### config.mk
export PLATFORM = sky130hd
export DESIGN_NAME = jtdsp16_rom_aau
export DESIGN_NICKNAME = d
export VERILOG_FILES = /design/src/rtl/jtdsp16_rom_aau.sv
export SDC_FILE = /design/constraint.sdc
export NUM_CORES = 1
export LEC_CHECK = 0
export ABC_AREA = 1
export CORE_MARGIN = 2
export CORE_UTILIZATION = 42
export DETAILED_ROUTE_END_ITERATION = 8
export PLACE_DENSITY = 0.76
export SKIP_LAST_GASP = 1
export SLEW_MARGIN = 20
export SYNTH_ARGS = -nofsm -noshare
export SYNTH_HDL_FRONTEND = slang
export SYNTH_SLANG_ARGS = --single-unit
### constraint.sdc
create_clock -name clk -period 4.5 [get_ports clk]
set_input_delay 0.9 -clock clk [delete_from_list [all_inputs] [get_ports clk]]
set_output_delay 0.9 -clock clk [all_outputs]
set_load 0.01 [all_outputs]
### src/rtl/jtdsp16_rom_aau.sv
// JTDSP16 ROM address arithmetic unit: program counter, pt/pr/pi/i registers,
// interrupt entry/return and the single-level hardware do-loop sequencer.
module jtdsp16_rom_aau #(
   parameter logic [15:0] IRQ_VECTOR   = 16'h0001,
   parameter logic [15:0] ICALL_VECTOR = 16'h0002
) (
   input  logic        rst,
   input  logic        clk,
   input  logic        cen,
   input  logic        goto_ja,
   input  logic        call_ja,
   input  logic        goto_b,
   input  logic        icall,
   input  logic        post_inc,
   input  logic        pc_halt,
   input  logic        xaau_imm_load,
   input  logic        xaau_ram_load,
   input  logic [2:0]  r_field,
   input  logic [11:0] i_field,
   input  logic [15:0] long_imm,
   input  logic [15:0] ram_dout,
   input  logic        ext_irq,
   input  logic        do_start,
   input  logic [10:0] do_data,
   output logic [15:0] rom_addr,
   output logic [15:0] pt,
   output logic [15:0] pr,
   output logic [15:0] pi,
   output logic [11:0] i,
   output logic        in_irq,
   output logic        do_active
);

   logic [15:0] pc_q, pc_d;
   logic [15:0] pt_q, pt_d;
   logic [15:0] pr_q, pr_d;
   logic [15:0] pi_q, pi_d;
   logic [11:0] i_q, i_d;
   logic        in_irq_q, in_irq_d;
   logic        irq_pend_q, irq_pend_d;
   logic        ext_irq_q, ext_irq_d;
   logic        do_active_q, do_active_d;
   logic [15:0] loop_start_q, loop_start_d;
   logic [15:0] loop_end_q, loop_end_d;
   logic [6:0]  cnt_q, cnt_d;

   logic [2:0]  b_sel;
   logic        b_ireturn, b_call;
   logic        any_jump;
   logic        do_ok;
   logic        eff_active;
   logic [15:0] eff_start, eff_end;
   logic [6:0]  eff_cnt;
   logic        irq_edge, irq_take;
   logic        loop_redirect;
   logic [15:0] pc_inc;
   logic [15:0] ld_val;
   logic        ld_any;
   logic        ld_pt, ld_pr, ld_pi, ld_i;
   logic        implicit_pr, implicit_pi;

   // Decode of this cycle's strobes. A do_start takes effect on the very pc
   // it is issued at, so the loop view used below folds in the new values.
   always_comb begin
      b_sel       = i_field[10:8];
      b_ireturn   = goto_b && (b_sel == 3'd1);
      b_call      = goto_b && (b_sel == 3'd3);
      any_jump    = goto_b || call_ja || goto_ja || icall;
      do_ok       = do_start && (do_data[10:7] != 4'd0) && (do_data[6:0] != 7'd0);
      eff_active  = do_ok || do_active_q;
      eff_start   = do_ok ? pc_q : loop_start_q;
      eff_end     = do_ok ? (pc_q + {12'd0, do_data[10:7]} - 16'd1) : loop_end_q;
      eff_cnt     = do_ok ? do_data[6:0] : cnt_q;
      irq_edge    = ext_irq && !ext_irq_q;
      irq_take    = irq_pend_q && !in_irq_q && !eff_active && !any_jump && !pc_halt;
      loop_redirect = eff_active && (pc_q == eff_end) && !pc_halt && !any_jump;
      pc_inc      = pc_q + 16'd1;
      ld_any      = xaau_imm_load || xaau_ram_load;
      ld_val      = xaau_imm_load ? long_imm : ram_dout;
      ld_pt       = ld_any && (r_field == 3'd0);
      ld_pr       = ld_any && (r_field == 3'd1);
      ld_pi       = ld_any && (r_field == 3'd2);
      ld_i        = ld_any && (r_field == 3'd3);
      implicit_pr = call_ja || b_call;
      implicit_pi = icall || irq_take;
   end

   // Program counter priority chain
   always_comb begin
      pc_d = pc_inc;
      if (goto_b) begin
         case (b_sel)
            3'd0:    pc_d = pr_q;
            3'd1:    pc_d = pi_q;
            3'd2:    pc_d = pt_q;
            3'd3:    pc_d = pt_q;
            default: pc_d = pc_inc;
         endcase
      end else if (call_ja || goto_ja) begin
         pc_d = {pc_q[15:12], i_field};
      end else if (icall) begin
         pc_d = ICALL_VECTOR;
      end else if (loop_redirect) begin
         pc_d = (eff_cnt > 7'd1) ? eff_start : pc_inc;
      end else if (pc_halt) begin
         pc_d = pc_q;
      end else if (irq_take) begin
         pc_d = IRQ_VECTOR;
      end
   end

   // Pointer registers: implicit writes from calls/interrupts beat explicit loads
   always_comb begin
      pt_d = pt_q;
      if (ld_pt)
         pt_d = ld_val;
      else if (post_inc)
         pt_d = pt_q + {{4{i_q[11]}}, i_q};

      pr_d = pr_q;
      if (implicit_pr)
         pr_d = pc_q;
      else if (ld_pr)
         pr_d = ld_val;

      pi_d = pi_q;
      if (implicit_pi)
         pi_d = pc_q;
      else if (ld_pi)
         pi_d = ld_val;

      i_d = ld_i ? ld_val[11:0] : i_q;
   end

   // Interrupt state; a new edge in the same cycle as entry stays pending
   always_comb begin
      ext_irq_d  = ext_irq;
      irq_pend_d = (irq_pend_q && !irq_take) || irq_edge;
      in_irq_d   = in_irq_q;
      if (b_ireturn)
         in_irq_d = 1'b0;
      else if (implicit_pi)
         in_irq_d = 1'b1;
   end

   // Do-loop sequencer
   always_comb begin
      do_active_d  = eff_active;
      loop_start_d = eff_start;
      loop_end_d   = eff_end;
      cnt_d        = eff_cnt;
      if (loop_redirect) begin
         if (eff_cnt > 7'd1)
            cnt_d = eff_cnt - 7'd1;
         else
            do_active_d = 1'b0;
      end
      if (any_jump)
         do_active_d = 1'b0;
   end

   always_ff @(posedge clk or posedge rst) begin
      if (rst) begin
         pc_q         <= 16'd0;
         pt_q         <= 16'd0;
         pr_q         <= 16'd0;
         pi_q         <= 16'd0;
         i_q          <= 12'd0;
         in_irq_q     <= 1'b0;
         irq_pend_q   <= 1'b0;
         ext_irq_q    <= 1'b0;
         do_active_q  <= 1'b0;
         loop_start_q <= 16'd0;
         loop_end_q   <= 16'd0;
         cnt_q        <= 7'd0;
      end else if (cen) begin
         pc_q         <= pc_d;
         pt_q         <= pt_d;
         pr_q         <= pr_d;
         pi_q         <= pi_d;
         i_q          <= i_d;
         in_irq_q     <= in_irq_d;
         irq_pend_q   <= irq_pend_d;
         ext_irq_q    <= ext_irq_d;
         do_active_q  <= do_active_d;
         loop_start_q <= loop_start_d;
         loop_end_q   <= loop_end_d;
         cnt_q        <= cnt_d;
      end
   end

   assign rom_addr  = pc_q;
   assign pt        = pt_q;
   assign pr        = pr_q;
   assign pi        = pi_q;
   assign i         = i_q;
   assign in_irq    = in_irq_q;
   assign do_active = do_active_q;

endmodule

==> results.rst, run 1 <==
.. list-table::
   :header-rows: 1

   * - Metric
     - Value
   * - Busiest layer in global routing
     - met2
   * - Clock Latency Late Sink
     - 0.43 ns
   * - Total overflow reported by the global router
     - 0
   * - Fmax achieved
     - 0.247 GHz
   * - Core footprint
     - between 0.02 and 0.025 mm2
   * - Wire length of the first global-routing pass
     - 50100 um
   * - Met3 track utilization from global routing
     - 5.01%
   * - Post-Synthesis Mean Instance Area
     - between 6 and 7 um2
   * - Critical Path Stages
     - 27
   * - Post-CTS Setup Bufs
     - 0
   * - Cts bufs inserted
     - 17
   * - Area fraction in compound gates after synthesis
     - between 10% and 20%
   * - Worst Tran Pin Value
     - 1.15 ns
   * - Dpl cell area
     - about 0.011 mm2
   * - Area fraction in and, or, nand and nor cells after synthesis
     - 35.8%
   * - Final period demand of the worst path
     - between 4 and 5 ns
   * - Combinational family with the most area after synthesis
     - simple AND/OR/NAND/NOR gates
   * - Violation count after the first detailed-routing iteration
     - between 800 and 900
   * - Fraction of synthesized cell area in xor and xnor cells
     - about 2.1%
   * - Site Rows
     - 54
   * - Met1 usage
     - roughly 34%
   * - Prevailing post-synth register cell
     - dfrtp_1
   * - Worst VDD drop
     - 0.000324 V
   * - Pre-Repair DR Iteration Count
     - 5
   * - NumNets Final
     - between 1500 and 2000
   * - Maximum number of pins on one net before global-route repair
     - 56
   * - CTS resizes
     - 0
   * - Max-cap check violation count
     - 0
   * - Number of synthesized register bits
     - about 120
   * - Total count of hold-check failures in the final report
     - 0
   * - Met2 Usage GRT
     - between 40% and 50%
   * - Fraction of layout cells with a size suffix above 1
     - between 6 and 7%
   * - Number of clock sinks seen by CTS
     - approximately 120
   * - All-Layer GR Usage
     - around a quarter
   * - Leakage power
     - 5.73 nW
   * - Clock root buffer
     - clkbuf_16
   * - Global placer's final weighted congestion
     - roughly 0.94
   * - Maximum clock skew at final layout
     - approximately 0.011 ns
   * - Maximum clock insertion buffer count
     - 2
   * - Sequential share of power
     - slightly below 30%
   * - Clk network pwr share
     - between 20 and 25%
   * - Endpoint class of the critical path
     - flip-flop
   * - Setup TNS Final
     - 0 ns
   * - Proportion of synthesized area in mux cells
     - 0%
   * - Number of routed nets with antenna violations
     - 0
   * - Starting density of the core
     - between 40% and 50%
   * - Adder-cell share of the synthesized area
     - 6.63%
   * - Setup Slack @ Placement
     - around 0.048 ns
   * - Routed wire length
     - slightly above 30000 um
   * - Area taken by multi-input logic gates
     - ~0.0055 mm2
   * - Detail-routed via count per cell
     - 5.46
   * - Largest fanout on the critical path
     - 19
   * - Yosys warning count
     - 0
   * - Chip height
     - ~150 um
   * - NetSw
     - between 2 and 2.5 mW
   * - Final critical-path setup slack
     - roughly 0.45 ns
   * - Seq. cell area
     - 0.00298 mm2
   * - Horizontal die dimension
     - roughly 150 um
   * - Start-to-end type of the worst setup path
     - in -> reg
   * - H-tree depth
     - 4
   * - Commonest cells after routing, fill and taps aside
     - nand2_1, clkdlybuf4s50_1, inv_1
   * - RSZ-0062 raised after global routing
     - false
   * - Post-synth design cell area
     - between 0.009 and 0.01 mm2
   * - Via count of the first global-routing pass
     - approximately 10000
   * - Register-to-Register Path Depth
     - 22
   * - Family of cells with the greatest summed delay on the critical path
     - simple AND/OR/NAND/NOR gates
   * - Number of inserted filler cells in the final layout
     - 2136
   * - Biggest cell delay along the critical path
     - 0.50 ns
   * - Most repeated library cell on the critical path
     - nand2_1
   * - Power density over the cells
     - between 400 and 500 mW/mm2
   * - Cell area after layout
     - roughly 0.012 mm2
   * - Seq/Total Area, Yosys
     - between 30% and 40%
   * - Total Power
     - 5.55 mW
   * - Cells on Worst Hold Path
     - 1
   * - Final setup violation count
     - 0
   * - Kind of start point of the critical path
     - input pin
   * - Count of hold buffers inserted by post-cts repair
     - 0
   * - Synthesized netlist cell count
     - around 1400
   * - Layout Area Growth over Synthesis
     - 26.5%
   * - Share of async-settable or async-resettable flops after synthesis
     - between 90% and 100%
   * - Internal power of the cells
     - between 3 and 4 mW
   * - Slew HR
     - a little under a quarter
   * - Clock-pin transition on the worst setup and hold timing paths
     - around 0.06 ns
   * - Distinct cell type count of the synthesized netlist
     - 46
   * - Die outline area
     - ~0.023 mm2
   * - Post-synthesis net count
     - roughly 1500
   * - Switching power as a share of total power
     - between 40% and 50%
   * - Path class of the lowest-slack min-delay path
     - reg -> reg
   * - Number of enable-type register cells in the synthesized netlist
     - 0
   * - Most common cell after layout, fill and taps aside
     - nand2_1
   * - Ports
     - 149
   * - Buffers and inverters on the worst path
     - 7
   * - Fraction of the core area covered by cells at the end of the flow
     - a little over half
   * - Total count of max-transition violations in the final report
     - 0
   * - Share of the cycle needed by the critical path after routing
     - 90.0%
   * - Combinational share of power
     - about 46%
   * - Detailed placement HPWL
     - 24000 um
   * - CP required
     - slightly below 5 ns
   * - Data arrival time of the worst path
     - 4.40 ns
   * - Number of I/O port buffers
     - 148
   * - CTS tree
     - built
   * - Max stage delay cell, worst path
     - clkdlybuf4s50_1
   * - Post-detailed-route wirelength per cell
     - approximately 17 um
   * - Run status
     - finished clean
   * - Initial antenna violation count
     - 0
   * - DRC violation count after routing
     - 0
   * - Total via count in the routed design
     - roughly 10000
[power by group through the flow]
stage | clock (mW) | combinational, mW | sequential, mW
4_1_cts | 1.38 | 2.52 | 1.62
2_1_floorplan | 0 | 1.57 | 1.61
3_3_place_gp | 0 | 2.46 | 1.64
6_report | 1.37 | 2.54 | 1.64
3_5_place_dp | 0 | 2.51 | 1.64
5_1_grt | 1.43 | 2.85 | 1.67
[final timing paths]
path | end | startpoint | slack (ns)
max | rom_addr[11] | do_data[8] | 0.45
min | irq_pend_q | ext_irq_q | 0.47
max reg2reg | rom_addr[11] | rom_addr[3] | 0.69
min reg2reg | irq_pend_q | ext_irq_q | 0.47
max in group asynchronous | pi[14] | rst | 2.67
min in group asynchronous | i[0] | rst | 0.95
[logic make-up (layout without fill, tap and decap cells)]
| logic type | after synthesis | after routing |
|---|---|---|
| simple gates | 792 | 792 |
| fa+ha+maj | 48 | 48 |
| buf+inv | 200 | 357 |
| other cells | 0 | 1 |
| flops | 119 | 119 |
| xor+xnor | 22 | 22 |
| compound gates | 245 | 245 |
[metrics by stage]
step,instances,hold slack [ns]
floorplan,1426,0.436
global placement,1831,0.452
detailed placement,1831,0.454
CTS,1863,0.468
global route,1863,0.495
finish,1864,0.472
[cells in the mapped netlist (2+ instances only)]
master / number / area, um2
buf_1: 6 / 22.5
a21boi_1: 3 / 22.5
o2111ai_1: 3 / 26.3
a221oi_1: 10 / 87.6
o21ai_1: 6 / 30.0
xor2_1: 20 / 175
nor3_1: 11 / 55.1
nor2_4: 2 / 22.5
nand3b_1: 8 / 60.1
o221ai_1: 2 / 17.5
inv_2: 4 / 15.0
clkinv_1: 2 / 7.51
nand2_1: 475 / 1780
buf_2: 6 / 30.0
or2_2: 8 / 50.1
dfrtp_1: 119 / 2980
nand4_1: 31 / 194
a21o_1: 3 / 22.5
nor2_1: 133 / 499
a22oi_1: 2 / 15.0
buf_6: 3 / 33.8
fa_1: 2 / 40.0
nand3_1: 107 / 536
xnor2_1: 2 / 17.5
o21ai_0: 84 / 420
clkbuf_1: 39 / 146
ha_1: 46 / 576
a21oi_1: 87 / 435
o211ai_1: 9 / 67.6
or2_1: 4 / 25.0
o21bai_1: 2 / 15.0
inv_1: 139 / 522
nor2_2: 5 / 31.3
a31oi_1: 28 / 175
nand2_2: 4 / 25.0
[metal layers]
layer  vias up  wire (um)
li1       4979          -
met2       410      14400
met4         0        989
met3        78       2330
met5         -          0
met1      4713      13300
[flip-flops by register name, indices dropped and copies added, names as in the netlist, 7 cells and up]
name,count
loop_end_q,16
pi,16
pt,16
pr,16
loop_start_q,16
rom_addr,16
cnt_q,7
i,12
[area by class of cell]
cell class,instances,share of cell area [%]
Clock buffer,17,3.62
Tap cell,280,2.98
Clock inverter,15,1.32
Sequential cell,119,25.3
Timing Repair Buffer,180,14.9
Inverter,145,4.65
Antenna cell,1,0.0213
Multi-Input combinational cell,1107,47.2
Power figures use the tool's default switching activity.
==> run 2: changes to the inputs <==
CORE_ASPECT_RATIO = 0.75   (was unset)
==> run 2 against run 1 <==
Net effect: count of clock-buffer cells in the layout stayed put; setup slack lost 0.099 ns; clock skew increased by 0.0020 ns; largest power group unchanged.
==> results.rst, run 2 (same netlist as run 1, synthesis figures left out) <==
.. list-table::
   :header-rows: 1

   * - Metric
     - Value
   * - Max-cap check violation count
     - 0
   * - Cells on Worst Hold Path
     - 1
   * - H-tree depth
     - 4
   * - Most common cell after layout, fill and taps aside
     - nand2_1
   * - Cts bufs inserted
     - 17
   * - Cell count after placement
     - approximately 1800
   * - CP required
     - roughly 4.8 ns
   * - Clock root buffer
     - clkbuf_16
   * - Die outline area
     - about 0.023 mm2
   * - Total count of hold-check failures in the final report
     - 0
   * - CTS tree
     - built
   * - Hold_sp
     - ext_irq_q
   * - Fraction of layout cells with a size suffix above 1
     - approximately 6.2%
   * - Layout Area Growth over Synthesis
     - 27.3%
   * - Total count of max-transition violations in the final report
     - 0
   * - Fmax achieved
     - around 0.24 GHz
   * - Maximum clock skew at final layout
     - 0.0126 ns
   * - Beginning of the worst register-to-register path
     - rom_addr[1]
   * - Setup TNS Final
     - 0 ns
   * - Commonest cells after routing, fill and taps aside
     - nand2_1, clkdlybuf4s50_1, inv_1
   * - Number of I/O port buffers
     - 148
   * - Run status
     - finished clean
   * - Total via count in the routed design
     - around 10000
   * - Leakage power
     - 5.76 nW
   * - Violation count after the first detailed-routing iteration
     - roughly 1300
   * - Dpl cell area
     - approximately 0.011 mm2
   * - Wire length of the first global-routing pass
     - about 53000 um
   * - Core footprint
     - 0.0219 mm2
   * - Pre-Repair DR Iteration Count
     - 6
   * - Clock-pin transition on the worst setup and hold timing paths
     - around 0.060 ns
   * - Cell area after layout
     - between 0.01 and 0.015 mm2
   * - Horizontal die dimension
     - approximately 180 um
   * - Final setup violation count
     - 0
   * - Worst hold slack
     - 0.458 ns
   * - Total Power
     - around 5.7 mW
   * - CTS resizes
     - 0
   * - Number of inserted filler cells in the final layout
     - around 2100
   * - Chip height
     - between 100 and 150 um
   * - Start-to-end type of the worst setup path
     - in -> reg
   * - Detailed placement HPWL
     - 25300 um
   * - Fraction of the core area covered by cells at the end of the flow
     - between 50 and 60%
   * - Via count of the first global-routing pass
     - ~9500
   * - Starting density of the core
     - ~42%
   * - Reg2reg setup slack
     - 0.70 ns
   * - Sink of the worst hold path
     - irq_pend_q
   * - Maximum clock insertion buffer count
     - 2
   * - DRC violation count after routing
     - 0
   * - Power density over the cells
     - about 480 mW/mm2
   * - NumNets Final
     - about 1700
   * - Detail-routed via count per cell
     - approximately 5.5
   * - All-Layer GR Usage
     - 28.9%
   * - Endpoint class of the critical path
     - flip-flop
   * - Global placer's final weighted congestion
     - 0.983
   * - Setup Slack @ Placement
     - -0.0413 ns
   * - Final critical-path setup slack
     - between 0.3 and 0.4 ns
   * - Post-CTS Setup Bufs
     - 0
   * - Fin cells
     - between 1500 and 2000
   * - Total overflow reported by the global router
     - 0
   * - # diodes
     - 0
   * - Number of routed nets with antenna violations
     - 0
   * - Final period demand of the worst path
     - between 4 and 5 ns
   * - Capture instance of the worst register-to-register path
     - cnt_q[6]
   * - Post-detailed-route wirelength per cell
     - 17.5 um
   * - Maximum number of pins on one net before global-route repair
     - 75
   * - Site Rows
     - 47
   * - Kind of start point of the critical path
     - input pin
   * - Largest fanout on the critical path
     - 11
   * - Worst VDD drop
     - about 0.00030 V
   * - Data arrival time of the worst path
     - between 4 and 5 ns
   * - RSZ-0062 raised after global routing
     - false
   * - Clock Latency Late Sink
     - about 0.44 ns
   * - Routed wire length
     - approximately 33000 um
   * - Worst Tran Pin Value
     - slightly above 1 ns
   * - Ports
     - roughly 150
   * - Path class of the lowest-slack min-delay path
     - reg -> reg
   * - Register-to-Register Path Depth
     - 27
   * - Count of hold buffers inserted by post-cts repair
     - 0
   * - Number of clock sinks seen by CTS
     - ~120
   * - Share of the cycle needed by the critical path after routing
     - between 90 and 100%
   * - Initial antenna violation count
     - 0
   * - Slew HR
     - a little under a third
run 2: per-layer routing:
metal | track usage (%) | wire, um | up-vias
li1 | - | - | 4988
met1 | 43.8 | 15300 | 4745
met2 | 41.0 | 13600 | 544
met3 | 6.61 | 3540 | 51
met4 | 7.76 | 589 | 0
met5 | 0 | 0 | -
run 2: worst max path at each step:
stage                    start      endpoint  cells past startpoint  slack [ns]
global placement    do_data[8]      cnt_q[6]                     28        0.10
CTS                 do_data[8]  rom_addr[11]                     27        0.40
global route        do_data[8]      cnt_q[6]                     28        0.02
detailed placement  do_data[8]      cnt_q[6]                     28       -0.04
floorplan                  rst      cnt_q[0]                      1        0.44
finish              do_data[8]      cnt_q[6]                     28        0.35
run 2: cell type report:
cell class	instances	area [um2]	area share, %
clock buffer	17	425	3.60
clock inverter	15	193	1.63
inverter	145	547	4.62
multi-input combinational	1107	5540	46.9
sequential	119	2980	25.2
tap	294	368	3.11
timing repair buffer	183	1780	15.0
run 2: worst max-delay path: stages:
cell             delay, ns
clkdlybuf4s50_1       0.50
inv_1                 0.05
ha_1                  0.28
inv_1                 0.05
ha_1                  0.15
inv_1                 0.06
fa_1                  0.46
inv_1                 0.12
nand3_1               0.10
nand2_1               0.13
nand2_1               0.08
nand2_1               0.09
nand2_1               0.07
nand3_1               0.09
nand2_1               0.07
nand2_1               0.08
nand3_1               0.08
nor2_1                0.17
nand3_1               0.12
nor2_2                0.13
nand2_2               0.10
nor2_1                0.10
buf_4                 0.18
nand2_1               0.08
nor2_1                0.09
nand2_1               0.05
nand3_1               0.06
nand2_1               0.05
run 2: power breakdown:
group | leakage [nW] | switching [mW] | internal, mW
clock network | 0.295 | 0.594 | 0.882
registers | 1.39 | 0.304 | 1.31
logic | 4.08 | 1.54 | 1.09
total | 5.76 | 2.43 | 3.28
